<file path="src/rtl/codificador_priori.sv">
// Priority encoder for a 10-key digit keypad with a debounce-style stability filter.
// The highest pressed key index is reported as BCD once it has been sampled
// unchanged for STABLE_CYCLES consecutive clocks. tecla_nova pulses for one
// cycle whenever a new code is accepted.
module codificador_priori #(
    parameter int STABLE_CYCLES = 1
) (
    input  logic       clk,
    input  logic       rstn,
    input  logic [9:0] teclado,
    input  logic       enablen,
    output logic [3:0] BCD,
    output logic       dado_valido,
    output logic       tecla_nova
);

    localparam logic [7:0] STABLE_TC = 8'(STABLE_CYCLES);

    logic [3:0] raw_code;
    logic       present;
    logic [3:0] prev_code;
    logic       prev_present;
    logic [7:0] stab_cnt;
    logic [7:0] stab_cnt_nxt;
    logic       valid_nxt;
    logic       new_nxt;

    // Highest set bit wins; later loop iterations override lower indices.
    always_comb begin
        raw_code = 4'd0;
        for (int i = 0; i < 10; i++) begin
            if (teclado[i]) begin
                raw_code = 4'(i);
            end
        end
    end

    assign present = !enablen && (teclado != 10'd0);

    // Stability counter next value plus acceptance decisions for this edge.
    always_comb begin
        stab_cnt_nxt = 8'd0;
        if (present) begin
            if (prev_present && (raw_code == prev_code)) begin
                stab_cnt_nxt = (stab_cnt == STABLE_TC) ? stab_cnt : stab_cnt + 8'd1;
            end else begin
                stab_cnt_nxt = 8'd1;
            end
        end
        valid_nxt = present && (stab_cnt_nxt == STABLE_TC);
        new_nxt   = valid_nxt && (!dado_valido || (BCD != raw_code));
    end

    // Tracking registers: previous sample and stability count.
    always_ff @(posedge clk or negedge rstn) begin
        if (!rstn) begin
            prev_code    <= 4'd0;
            prev_present <= 1'b0;
            stab_cnt     <= 8'd0;
        end else begin
            prev_code    <= present ? raw_code : 4'd0;
            prev_present <= present;
            stab_cnt     <= stab_cnt_nxt;
        end
    end

    // Output registers: code is shown only once stable, zero otherwise.
    always_ff @(posedge clk or negedge rstn) begin
        if (!rstn) begin
            BCD         <= 4'd0;
            dado_valido <= 1'b0;
            tecla_nova  <= 1'b0;
        end else begin
            BCD         <= valid_nxt ? raw_code : 4'd0;
            dado_valido <= valid_nxt;
            tecla_nova  <= new_nxt;
        end
    end

endmodule

</file>
<file path="config.mk">
export PLATFORM = sky130hd
export DESIGN_NAME = codificador_priori
export DESIGN_NICKNAME = d
export VERILOG_FILES = /design/src/rtl/codificador_priori.sv
export SDC_FILE = /design/constraint.sdc
export NUM_CORES = 1
export LEC_CHECK = 0
export BUFFER_PORTS_ARGS = -buffer_cell sky130_fd_sc_hd__buf_4
export CORE_UTILIZATION = 35
export CTS_CLUSTER_DIAMETER = 40
export DETAILED_ROUTE_END_ITERATION = 8
export GPL_ROUTABILITY_DRIVEN = 1
export GPL_TIMING_DRIVEN = 0
export HOLD_SLACK_MARGIN = 0.06
export PLACE_DENSITY_LB_ADDON = 0.3
export SLEW_MARGIN = 20
export SYNTH_ARGS = -nofsm -noshare
export SYNTH_HDL_FRONTEND = slang
export SYNTH_SLANG_ARGS = --single-unit
</file>
<file path="constraint.sdc">
create_clock -name clk -period 2.8 [get_ports clk]
set_clock_uncertainty 0.1 [all_clocks]
set_input_delay 0.28 -clock clk [delete_from_list [all_inputs] [get_ports clk]]
set_output_delay 0.28 -clock clk [all_outputs]
set_load 0.01 [all_outputs]
</file>
==> impl_metrics.json <==
{
  "p_total_mw": 0.535,
  "rsz0062_at_grt": "no",
  "path_clk_slew_ns": 0.10,
  "drt_iter0_markers": 36,
  "vdd_drop_max_v": 0.000234,
  "period_share_pct": 78.2,
  "synth_top_area_share_pct": 42.8,
  "grt_antenna_before_repair": 0,
  "row_count": 20,
  "die_w_um": 58.3,
  "relSlewSlack_pct": 72.9,
  "r2r_slack_ns": 0.61,
  "insertion_delay_ns": 0.29,
  "grt.overflow.total": 0,
  "crit_type": "flop to flop",
  "grt_usage_pct": 14.6,
  "ant_nets": 0,
  "layout_commonest_cell": "nor2_1",
  "die_area_um2": 3400,
  "crit_path_start": "stab_cnt[2]",
  "ys_ff_latch": 19,
  "grt_first_pass_wirelength_mm": 3.84,
  "hold_viol": 0,
  "setup_viol": 0,
  "placed_area_um2": 1300,
  "core_area_um2": 3030,
  "drt_pre_antenna_iters": 4,
  "min_from": "teclado[9]",
  "final_cell_mix": "nor2_1, dfrtp_1, buf_4",
  "vias": 908,
  "initial_core_util_pct": 36.7,
  "cts_buffers": 3,
  "grt_max_degree": 20,
  "maxSlewViolCount": 0,
  "die_y_um": 58.3,
  "syn_nets": 130,
  "area.growth.synth_to_final_pct": 21.3,
  "fin_tns_setup_ns": 0,
  "cp_max_fo": 7,
  "cts_tree": "built",
  "synth.area.top_cells": "dfrtp_1, nor2_1, xor2_1, xnor2_1, a2111oi_4",
  "tightestPinTransition_ns": 0.406,
  "p_per_area_nw_per_um2": 397,
  "yosysSeqAreaShare_pct": 42.8,
  "fmax_mhz": 457,
  "yosysWarnings": 0,
  "drive_above_1_share_pct": 23.0,
  "via_per_inst": 4.96,
  "max_cap_viol_count": 0,
  "worstPathArrival_ns": 2.26,
  "avgSynthCellArea_um2": 9.65,
  "yosys.area.top_type": "dfrtp_1",
  "cts_root_buffer": "clkbuf_4",
  "routedWlPerCell_um": 12.5,
  "synth_edf_count": 0,
  "startpoint_type": "flop",
  "hp-class": "input pin to flop",
  "leakage_nw": 0.565,
  "synthDistinctLibCells": 42,
  "pre_cts_slack_ns": 0.535,
  "pin_count": 19,
  "portBuffers": 18,
  "clockBufferDepth": 2,
  "routabilityCongestion": 0.794,
  "synth_area_um2": 1110,
  "synth_flop_cell": "dfrtp_1",
  "worst_r2r_startpoint": "stab_cnt[2]",
  "fin_area_um2": 1350,
  "synthCells": 115,
  "post-route-min-period_ns": 2.19,
  "cts.sinks": 19,
  "grt_pass1_vias": 900,
  "routed_wl_mm": 2.29,
  "diodes": 0,
  "drc_errors": 0,
  "fin_cells": 183,
  "post-dp-hpwl_mm": 1.74,
  "status": "finished clean",
  "endpoint_kind": "flop",
  "placed_cells": 177,
  "nets": 155,
  "cp.required_ns": 2.87,
  "worst_slack_ns": 0.611,
  "htree_levels": 1,
  "synthArstFlopShare_pct": 100
}
-- synth_stat cells (all sizes together), types with 3 or more instances --
master / number
clkbuf: 4
nand3: 5
xor2: 7
nor2: 26
inv: 3
dfrtp: 19
xnor2: 6
nand2: 6
-- logic make-up after synthesis --
kind of cell / share of synthesized area, %
DFF: 42.8
buffers and inverters: 2.48
AOI/OAI and AO/OA: 16.5
adders and majority gates: 2.25
xor gates and xnor gates: 10.3
and+or+nand+nor: 25.7
-- layout make-up --
cell class / instances / area (um^2)
Timing Repair Buffer: 20 / 155
Multi-Input combinational cell: 89 / 607
Clock buffer: 4 / 26.3
Sequential cell: 19 / 475
Tap cell: 44 / 55.1
Inverter: 3 / 11.3
Fill cell: 311 / 1680
Buffer: 4 / 16.3
-- where the power goes --
part           internal [mW]  switching [mW]  leakage, nW
Combinational         0.0505          0.0537        0.303
Clock                 0.0553          0.0789       0.0150
Sequential             0.287         0.00984        0.247
-- metrics by stage --
step / hold WS (ns) / util, %
2_1_floorplan: -0.116 / -
3_3_place_gp: 0.0661 / 42.9
3_5_place_dp: 0.0686 / 42.9
4_1_cts: 0.220 / 44.5
5_1_grt: 0.228 / 44.5
6_report: 0.215 / 44.5
-- timing repair --
item | CTS | global route
hold buffers | 2 | 0
setup buffers | 0 | 0
resized for setup | 0 | 0
endpoints found under the hold margin | 21 | 0
-- sequential cells by signal (all words and copies together) (netlist names) --
name,flops
prev_present,1
prev_code,4
tecla_nova,1
dado_valido,1
BCD,4
stab_cnt,8
-- routing by layer --
metal	global-route usage, %	share of wire [%]
met1	17.2	45
met2	27.1	50
met3	2.20	3.8
met4	5.10	1.2
met5	0	0
-- critical path, stage by stage (launching register included) --
cell	delay, ns
dfrtp_1	0.37
clkbuf_1	0.16
nor4_1	0.30
nand3_1	0.28
and3b_1	0.26
o2111a_1	0.24
a2bb2oi_2	0.29
a31oi_1	0.07
-- final timing paths --
check / cells after the start / to
worst max register to register: 7 / tecla_nova
worst min-delay path: 3 / prev_code[3]
worst min register to register: 2 / stab_cnt[7]
max in group asynchronous: 2 / prev_code[1]
worst max-delay path: 7 / tecla_nova
min in group asynchronous: 2 / stab_cnt[3]
(Power assumes the default switching activity.)
